--- src/rtl/lsu_pkg.sv ---
// lsu_pkg -- shared definitions for the RV32I load/store unit.
// Holds the funct3 access-width codes and the LSU FSM state encoding.
// Optional build macro LSU_MISALIGN_TRAP_EN is interpreted in lsu.sv.
package lsu_pkg;

   localparam logic [2:0] F3_B  = 3'b000;
   localparam logic [2:0] F3_H  = 3'b001;
   localparam logic [2:0] F3_W  = 3'b010;
   localparam logic [2:0] F3_BU = 3'b100;
   localparam logic [2:0] F3_HU = 3'b101;

   typedef enum logic [2:0] {
      IDLE,
      RD,
      RMW_RD,
      WR,
      RESP
   } state_t;

endpackage

--- src/rtl/lsu_if.sv ---
// lsu_if -- core-side request/response handshake of the LSU.
// Signals:
//   req_valid/req_ready  request handshake (accept on valid && ready at posedge)
//   req_we               1 = store, 0 = load
//   req_funct3           RV32I width code
//   req_addr, req_wdata  byte address, right-justified store data
//   resp_valid           one-cycle completion pulse
//   resp_rdata, resp_err extended load data / rejection flag
// Modports: master = core side, slave = LSU side.
interface lsu_if;

   logic        req_valid;
   logic        req_ready;
   logic        req_we;
   logic [2:0]  req_funct3;
   logic [31:0] req_addr;
   logic [31:0] req_wdata;
   logic        resp_valid;
   logic [31:0] resp_rdata;
   logic        resp_err;

   modport master (
      output req_valid, req_we, req_funct3, req_addr, req_wdata,
      input  req_ready, resp_valid, resp_rdata, resp_err
   );

   modport slave (
      input  req_valid, req_we, req_funct3, req_addr, req_wdata,
      output req_ready, resp_valid, resp_rdata, resp_err
   );

endinterface

--- src/rtl/lsu_align.sv ---
// lsu_align -- combinational lane logic for the LSU.
// Ports:
//   funct3     access width code
//   lane       byte offset within the word (addr[1:0])
//   word       memory word read back
//   store      right-justified store data
//   load_data  extracted lane, sign/zero-extended per funct3
//   merge_word word with the store data merged into the addressed lane(s)
// Halfword accesses select the lane by lane[1] alone, so an odd halfword
// address behaves as the aligned one.
module lsu_align
   import lsu_pkg::*;
(
   input  logic [2:0]  funct3,
   input  logic [1:0]  lane,
   input  logic [31:0] word,
   input  logic [31:0] store,
   output logic [31:0] load_data,
   output logic [31:0] merge_word
);

   logic [31:0] shifted;
   logic [7:0]  byte_v;
   logic [15:0] half_v;

   always_comb begin
      shifted = word >> {lane, 3'b000};
      byte_v  = shifted[7:0];
      half_v  = lane[1] ? word[31:16] : word[15:0];

      case (funct3)
         F3_B:    load_data = {{24{byte_v[7]}}, byte_v};
         F3_BU:   load_data = {24'h0, byte_v};
         F3_H:    load_data = {{16{half_v[15]}}, half_v};
         F3_HU:   load_data = {16'h0, half_v};
         default: load_data = word;
      endcase
   end

   always_comb begin
      merge_word = word;
      case (funct3)
         F3_B: merge_word[{lane, 3'b000} +: 8] = store[7:0];
         F3_H: begin
            if (lane[1]) merge_word[31:16] = store[15:0];
            else         merge_word[15:0]  = store[15:0];
         end
         default: merge_word = store;
      endcase
   end

endmodule

--- src/rtl/lsu.sv ---
// lsu -- RV32I load/store unit with read-modify-write for sub-word stores.
// Ports:
//   clk, rst_n           clock, asynchronous active-low reset
//   bus (lsu_if.slave)   core request/response handshake
//   mem_read, mem_write  memory strobes (never both high)
//   mem_addr             word-aligned address of the latched request
//   mem_wdata            full word to write
//   mem_rdata            combinational read data, same cycle as mem_read
// Build macro LSU_MISALIGN_TRAP_EN: when defined, misaligned H/HU/SH and
// W/SW accesses are rejected with resp_err; otherwise the low address bits
// are ignored for those widths.
module lsu
   import lsu_pkg::*;
(
   input  logic        clk,
   input  logic        rst_n,
   lsu_if.slave        bus,
   output logic        mem_read,
   output logic        mem_write,
   output logic [31:0] mem_addr,
   output logic [31:0] mem_wdata,
   input  logic [31:0] mem_rdata
);

   state_t      state_q, state_d;
   logic        we_q, err_q, req_bad, accept;
   logic [2:0]  f3_q;
   logic [31:0] addr_q, wdata_q, buf_q, rdata_q;
   logic [31:0] load_data, merge_word;

   lsu_align u_align (
      .funct3     (f3_q),
      .lane       (addr_q[1:0]),
      .word       (mem_rdata),
      .store      (wdata_q),
      .load_data  (load_data),
      .merge_word (merge_word)
   );

   always_comb begin
      req_bad = 1'b0;
      case (bus.req_funct3)
         F3_B, F3_H, F3_W: req_bad = 1'b0;
         F3_BU, F3_HU:     req_bad = bus.req_we;
         default:          req_bad = 1'b1;
      endcase
`ifdef LSU_MISALIGN_TRAP_EN
      if ((bus.req_funct3 == F3_H || bus.req_funct3 == F3_HU) && bus.req_addr[0])
         req_bad = 1'b1;
      if (bus.req_funct3 == F3_W && bus.req_addr[1:0] != 2'b00)
         req_bad = 1'b1;
`endif
   end

   // ready is gated by rst_n so it stays low while reset is held
   assign bus.req_ready = (state_q == IDLE) && rst_n;
   assign accept        = bus.req_valid && bus.req_ready;

   always_comb begin
      state_d = state_q;
      case (state_q)
         IDLE: begin
            if (accept) begin
               if (req_bad)                      state_d = RESP;
               else if (!bus.req_we)             state_d = RD;
               else if (bus.req_funct3 == F3_W)  state_d = WR;
               else                              state_d = RMW_RD;
            end
         end
         RD:      state_d = RESP;
         RMW_RD:  state_d = WR;
         WR:      state_d = RESP;
         RESP:    state_d = IDLE;
         default: state_d = IDLE;
      endcase
   end

   always_ff @(posedge clk or negedge rst_n) begin
      if (!rst_n) begin
         state_q <= IDLE;
         we_q    <= 1'b0;
         err_q   <= 1'b0;
         f3_q    <= '0;
         addr_q  <= '0;
         wdata_q <= '0;
         buf_q   <= '0;
         rdata_q <= '0;
      end else begin
         state_q <= state_d;
         if (state_q == IDLE && accept) begin
            we_q    <= bus.req_we;
            err_q   <= req_bad;
            f3_q    <= bus.req_funct3;
            addr_q  <= bus.req_addr;
            wdata_q <= bus.req_wdata;
         end
         if (state_q == RMW_RD)
            buf_q <= merge_word;
         // rdata changes only on entry to RESP: loaded lane, or 0 for stores/errors
         if (state_q == RD)
            rdata_q <= load_data;
         else if (state_q == WR || (state_q == IDLE && accept && req_bad))
            rdata_q <= '0;
      end
   end

   assign mem_read       = (state_q == RD) || (state_q == RMW_RD);
   assign mem_write      = (state_q == WR);
   assign mem_addr       = {addr_q[31:2], 2'b00};
   assign mem_wdata      = (we_q && f3_q == F3_W) ? wdata_q : buf_q;
   assign bus.resp_valid = (state_q == RESP);
   assign bus.resp_err   = (state_q == RESP) && err_q;
   assign bus.resp_rdata = rdata_q;

endmodule

--- src/flat_wrapper.sv ---
// flat-port wrapper written by rule: the top's interface ports become plain ports
module lsu_flat import lsu_pkg::*;
  (clk, rst_n, mem_read, mem_write, mem_addr, mem_wdata, mem_rdata, bus_req_valid, bus_req_we, bus_req_funct3, bus_req_addr, bus_req_wdata, bus_req_ready, bus_resp_valid, bus_resp_rdata, bus_resp_err);
  lsu_if bus_i ();
  input  logic clk;
  input  logic rst_n;
  output logic mem_read;
  output logic mem_write;
  output logic [31:0] mem_addr;
  output logic [31:0] mem_wdata;
  input  logic [31:0] mem_rdata;
  input wire logic [$bits(bus_i.req_valid)-1:0] bus_req_valid;
  input wire logic [$bits(bus_i.req_we)-1:0] bus_req_we;
  input wire logic [$bits(bus_i.req_funct3)-1:0] bus_req_funct3;
  input wire logic [$bits(bus_i.req_addr)-1:0] bus_req_addr;
  input wire logic [$bits(bus_i.req_wdata)-1:0] bus_req_wdata;
  output wire logic [$bits(bus_i.req_ready)-1:0] bus_req_ready;
  output wire logic [$bits(bus_i.resp_valid)-1:0] bus_resp_valid;
  output wire logic [$bits(bus_i.resp_rdata)-1:0] bus_resp_rdata;
  output wire logic [$bits(bus_i.resp_err)-1:0] bus_resp_err;
  assign bus_i.req_valid = bus_req_valid;
  assign bus_i.req_we = bus_req_we;
  assign bus_i.req_funct3 = bus_req_funct3;
  assign bus_i.req_addr = bus_req_addr;
  assign bus_i.req_wdata = bus_req_wdata;
  assign bus_req_ready = bus_i.req_ready;
  assign bus_resp_valid = bus_i.resp_valid;
  assign bus_resp_rdata = bus_i.resp_rdata;
  assign bus_resp_err = bus_i.resp_err;
  lsu u_core (.clk(clk), .rst_n(rst_n), .bus(bus_i), .mem_read(mem_read), .mem_write(mem_write), .mem_addr(mem_addr), .mem_wdata(mem_wdata), .mem_rdata(mem_rdata));
endmodule
--- config.mk ---
export PLATFORM = sky130hd
export DESIGN_NAME = lsu_flat
export DESIGN_NICKNAME = d
export VERILOG_FILES = /design/src/rtl/lsu_pkg.sv /design/src/rtl/lsu_if.sv /design/src/rtl/lsu_align.sv /design/src/rtl/lsu.sv /design/src/flat_wrapper.sv
export SDC_FILE = /design/constraint.sdc
export NUM_CORES = 1
export LEC_CHECK = 0
export ABC_AREA = 0
export CAP_MARGIN = 20
export CORE_AREA = 5 5 178 180
export DETAILED_ROUTE_END_ITERATION = 10
export DIE_AREA = 0 0 183 185
export DONT_BUFFER_PORTS = 1
export HOLD_SLACK_MARGIN = 0.02
export PLACE_DENSITY = 0.4
export SETUP_SLACK_MARGIN = 0.02
export SYNTH_ARGS = -nofsm -noshare
export SYNTH_HDL_FRONTEND = slang
export SYNTH_SLANG_ARGS = --single-unit
--- constraint.sdc ---
create_clock -name clk -period 7.1 [get_ports clk]
set_input_delay 1.42 -clock clk [delete_from_list [all_inputs] [get_ports clk]]
set_output_delay 1.42 -clock clk [all_outputs]
set_load 0.01 [all_outputs]
# --- Yosys cells after proc, flatten, opt, wreduce, memory -nomap -nowiden ---
# Cells that the tools add are included.
classes:
  n_addsub: 1
  n_eq_ne: 13
  n_shift: 3
  n_mux: 15
  reduce_logical: 15
op_table:
  columns: ["cell", "n"]
  rows:
  - ["32-bit one-hot mux with 4 select lines", 1]
  - ["32-bit two-way mux", 3]
  - ["32-bit one-hot mux with 2 select lines", 1]
  - ["16-bit two-way mux", 3]
  - ["32-bit bitwise mux", 1]
  - ["8-bit by 7-bit variable shift with 32-bit output (first input constant)", 1]
  - ["8-bit by 7-bit indexed part select with 32-bit output", 1]
  - ["32-bit by 5-bit right shift with 8-bit output", 1]
  - ["3-bit equality test (second input constant)", 5]
  - ["3-bit by 2-bit equality test with 1-bit output (second input constant)", 4]
  - ["3-bit by 1-bit equality test with 1-bit output (second input constant)", 3]
  - ["3-bit logical NOT", 3]
  - ["3-bit two-way mux", 3]
  - ["3-bit one-hot mux with 3 select lines", 1]
  - ["5-bit negation with 7-bit output", 1]
  - ["1-bit logical AND", 6]
  - ["2-bit OR reduction", 2]
  - ["3-bit OR reduction", 1]
  - ["1-bit logical OR", 2]
  - ["2-bit by 1-bit != test with 1-bit output (second input constant)", 1]
  - ["1-bit one-hot mux with 2 select lines", 1]
  - ["2-bit nonzero test", 1]
  - ["1-bit two-way mux", 1]
word_totals:
  regBits: 136
  inputBits: 103
  output_inout_bits: 101
  elab_cells: 55

# --- Logic depth before layout (Yosys ltp) ---
logic_depth:
  word_depth: 8
  mapped_depth: 9
  depth_no_buf: 6

# --- Cells and area by module ---
# From an unflattened synthesis, not the netlist that was laid out.
hier_totals:
  hier_cells: 702
  area_unflattened_um2: 7816.2
modules_own_cells:
  columns: ["mod", "instances", "cells_per_inst", "area_per_inst_um2", "seq_area_each_um2"]
  rows:
  - ["lsu", 1, 449, 6287.3, 3403.3]
  - ["lsu_align", 1, 253, 1529.0, 0.0]

# --- Worst setup path after synthesis ---
# OpenSTA, ideal clock, no wires.
synth_path:
  kind: "input -> output"
  start: "in rst_n"
  end: "out bus_req_ready"
  arrival_time_ps: 1790
  required_time_ps: 5680
  slack_ps: 3890
  path_stages: 1
  path_buffers: 0
  cell_sequence: "nor4b_2"
synth_between:
  elab_chain_cells: 1
synth_lines:
  columns: ["element", "line_no", "rtl"]
  rows:
  - ["start: declaration", "flat_wrapper.sv:6", "input logic rst_n;"]
  - ["1-bit logical AND", "lsu.sv:56", "assign bus.req_ready = (state_q == IDLE) && rst_n;"]
  - ["end: declaration", "flat_wrapper.sv:17", "output wire logic [$bits(bus_i.req_ready)-1:0] bus_req_ready;"]
# No other way between the ends.

# --- Final worst setup path ---
layout_path:
  start: "reg u_core.f3_q[0]"
  end: "out mem_wdata[8]"
layout_between:
  elab_chain_cells: 3
layout_lines:
  columns: ["element", "line_no", "rtl"]
  rows:
  - ["start: declaration", "lsu.sv:27", "logic [2:0] f3_q;"]
  - ["start signal: assignment", "lsu.sv:93", "f3_q <= bus.req_funct3;"]
  - ["3-bit by 2-bit equality test with 1-bit output", "lsu.sv:110", "assign mem_wdata = (we_q && f3_q == F3_W) ? wdata_q : buf_q;"]
  - ["1-bit logical AND", "lsu.sv:110", null]
  - ["32-bit two-way mux", "lsu.sv:110", null]
  - ["end: declaration", "flat_wrapper.sv:10", "output logic [31:0] mem_wdata;"]
# No other way between the ends.

==> results_dict.tcl <==
set metrics [dict create \
    synth_warnings 0 \
    cp_max_fo 32 \
    final-setup-viol-count 0 \
    seq_area_frac_synth_pct 46.5 \
    power_frac_clock_pct 23.5 \
    net-switching-power_mw 1.74 \
    required_ps 5680 \
    cts-hold-fix-buffers 0 \
    drt_pre_antenna_iters 7 \
    synth_top_area_cell "dfrtp_1" \
    grt_pass1_wl_mm 39.2 \
    combPwrFrac_pct 37.5 \
    finalHoldViolations 0 \
    clk_pin_slew_ps 60 \
    gp_congestion 0.758 \
    stdcell_area_um2 8060 \
    p_int_mw 2.33 \
    synthArstFlopShare_pct 100 \
    grt_max_degree 138 \
    cts_buffers 17 \
    fin_crit_sh_pct 51.2 \
    pwr-share-seq_pct 39.0 \
    status "complete, no violations" \
    place_area_um2 7440 \
    dp_hpwl_mm 18.5 \
    slew_violations 0 \
    p_per_area_nw_per_um2 504 \
    min_path_type "reg -> reg" \
    min_period_ps 3640 \
    setup_tns_ps 0 \
    vias 5491 \
    syn_area_per_cell_um2 9.56 \
    syn_inst 765 \
    grt_usage_pct 15.5 \
    initial_core_util_pct 24.4 \
    die_x_um 183 \
    drc 0 \
    final_common_cell "nand2_1" \
    cts_max_level 4 \
    synth_cell_types 51 \
    finalClockSkew_ps 9.36 \
    routed_wl_mm 26.5 \
    area_growth_pct 10.2 \
    ys.flop_type "dfrtp_1" \
    diodes 0 \
    post-cts-setup-buffers 0 \
    cts_max_path_buffers 2 \
    syn_area_um2 7310 \
    cts-resized-gates 0 \
    ys_ff_latch 136 \
    rsz0062_at_grt "no" \
    worstPathArrival_ps 2220 \
    fmax_mhz 275 \
    startpoint_type "register" \
    cts_sinks 136 \
    port_buffers 0 \
    worst_slack_ps 3460 \
    synth-edff-count 0 \
    r2r_setup_slack_ps 4160 \
    wl_per_cell_um 23.6 \
    vdd_drop_max_mv 0.191 \
    ant_nets 0 \
    synth_top_area_share_pct 46.5 \
    switching_share_pct 42.7 \
    first_iter_violations 506 \
    grt_pass1_vias 5641 \
    dpl_worst_slack_ps 3680 \
    leakage_nw 3.54 \
    rows 64 \
    worstSetupEndpointType "output port" \
    cts_tree "done" \
    viasPerCell 4.91 \
    relSlewSlack_pct 32.8 \
    final_layout_size_suffix_gt1_share_pct 14.9 \
    clockRootBuffer "clkbuf_16" \
    worst_pin_slew_ps 1000 \
    final_nets 818 \
    core_area_um2 30000 \
    layout_common_cells "229 x nand2_1, 136 x dfrtp_1, 47 x mux2_2" \
    pin_count 204 \
    antenna_found_initial 2 \
    maxCapViolCount 0 \
    die-area_um2 33900 \
    die_h_um 185 \
    grt_overflow_total 0 \
    insertion_delay_ps 420 \
    netlist_top_cells_area "dfrtp_1 47%, nand2_1 12%, mux2_2 7.2%" \
    critical_path_class "reg -> out" \
]
final timing paths:
check	startpoint	end	cells past startpoint
worst max-delay path	u_core.f3_q[0]	mem_wdata[8]	3
worst max register to register	u_core.addr_q[0]	u_core.buf_q[18]	6
min in group asynchronous	rst_n	u_core.addr_q[10]	0
worst min register to register	u_core.buf_q[0]	u_core.buf_q[0]	2
max in group asynchronous	rst_n	u_core.bus.resp_rdata[22]	0
worst min-delay path	u_core.buf_q[0]	u_core.buf_q[0]	2
kinds of logic after synthesis:
| group | synth area share [%] |
|---|---|
| fa+ha+maj | 0.855 |
| simple gates | 19.1 |
| buf+inv | 7.12 |
| compound gates | 15.4 |
| mux | 11.0 |
| other cells | 0.0513 |
| flops | 46.5 |
worst max-delay path, cell delays in order (launching register included):
cell and delay (ps):
dfrtp_1 630, nor3_2 250, buf_4 440, mux2_2 450
power by group through the flow:
stage | clock (mW) | combinational, mW | sequential (mW)
2_1_floorplan | 0 | 1.43 | 1.34
3_3_place_gp | 0 | 1.52 | 1.62
3_5_place_dp | 0 | 1.55 | 1.60
4_1_cts | 0.982 | 1.55 | 1.60
5_1_grt | 1.02 | 1.71 | 1.64
6_report | 0.955 | 1.52 | 1.59
synth_stat cells, drive strengths merged, types with 2 or more instances:
| cell type | count |
|---|---|
| nor4bb | 2 |
| a222oi | 23 |
| clkbuf | 31 |
| mux4 | 6 |
| a22o | 36 |
| mux2 | 57 |
| and3 | 2 |
| nand2 | 230 |
| ha | 5 |
| inv | 11 |
| dfrtp | 136 |
| or2 | 4 |
| nor3b | 3 |
| nor3 | 6 |
| a21oi | 26 |
| o221ai | 7 |
| nand2b | 25 |
| buf | 54 |
| and2 | 7 |
| nor4b | 2 |
| a21o | 3 |
| o21ai | 15 |
| a221oi | 7 |
| o32ai | 5 |
| a32o | 7 |
| nor2 | 33 |
| nor2b | 6 |
| a221o | 4 |
metal layers:
layer,share of wire [%],vias up,wire length (µm),GRT usage [%]
li1,-,2540,-,-
met1,44,2727,11700,20.5
met2,46,204,12100,24.0
met3,8.8,18,2330,5.89
met4,1.5,2,396,3.93
met5,0.049,-,13,0
stage by stage:
stage               power (mW)  hold slack, ps  util (%)  cells
finish                    4.06             488      26.8   1119
global route              4.37             528      26.8   1119
CTS                       4.13             495      26.8   1119
detailed placement        3.15             480      24.8   1087
global placement          3.14             463      24.7   1086
floorplan                 2.77             442         -    766
layout make-up:
| class | instances | area [µm²] |
|---|---|---|
| clock buffers | 19 | 453 |
| clock inverters | 13 | 169 |
| fillers | 3229 | 22000 |
| inverters | 11 | 41.3 |
| multi-input cells | 534 | 3420 |
| flip-flops and latches | 136 | 3400 |
| well taps | 396 | 495 |
| repair buffers | 10 | 75.1 |
state kept, by name (all words and copies together), names as in the netlist:
name,cells
u_core.f3_q,3
u_core.err_q,1
u_core.buf_q,32
u_core.addr_q,32
u_core.bus.resp_rdata,32
u_core.wdata_q,32
u_core.we_q,1
u_core.state_q,3
(Power assumes the default switching activity.)
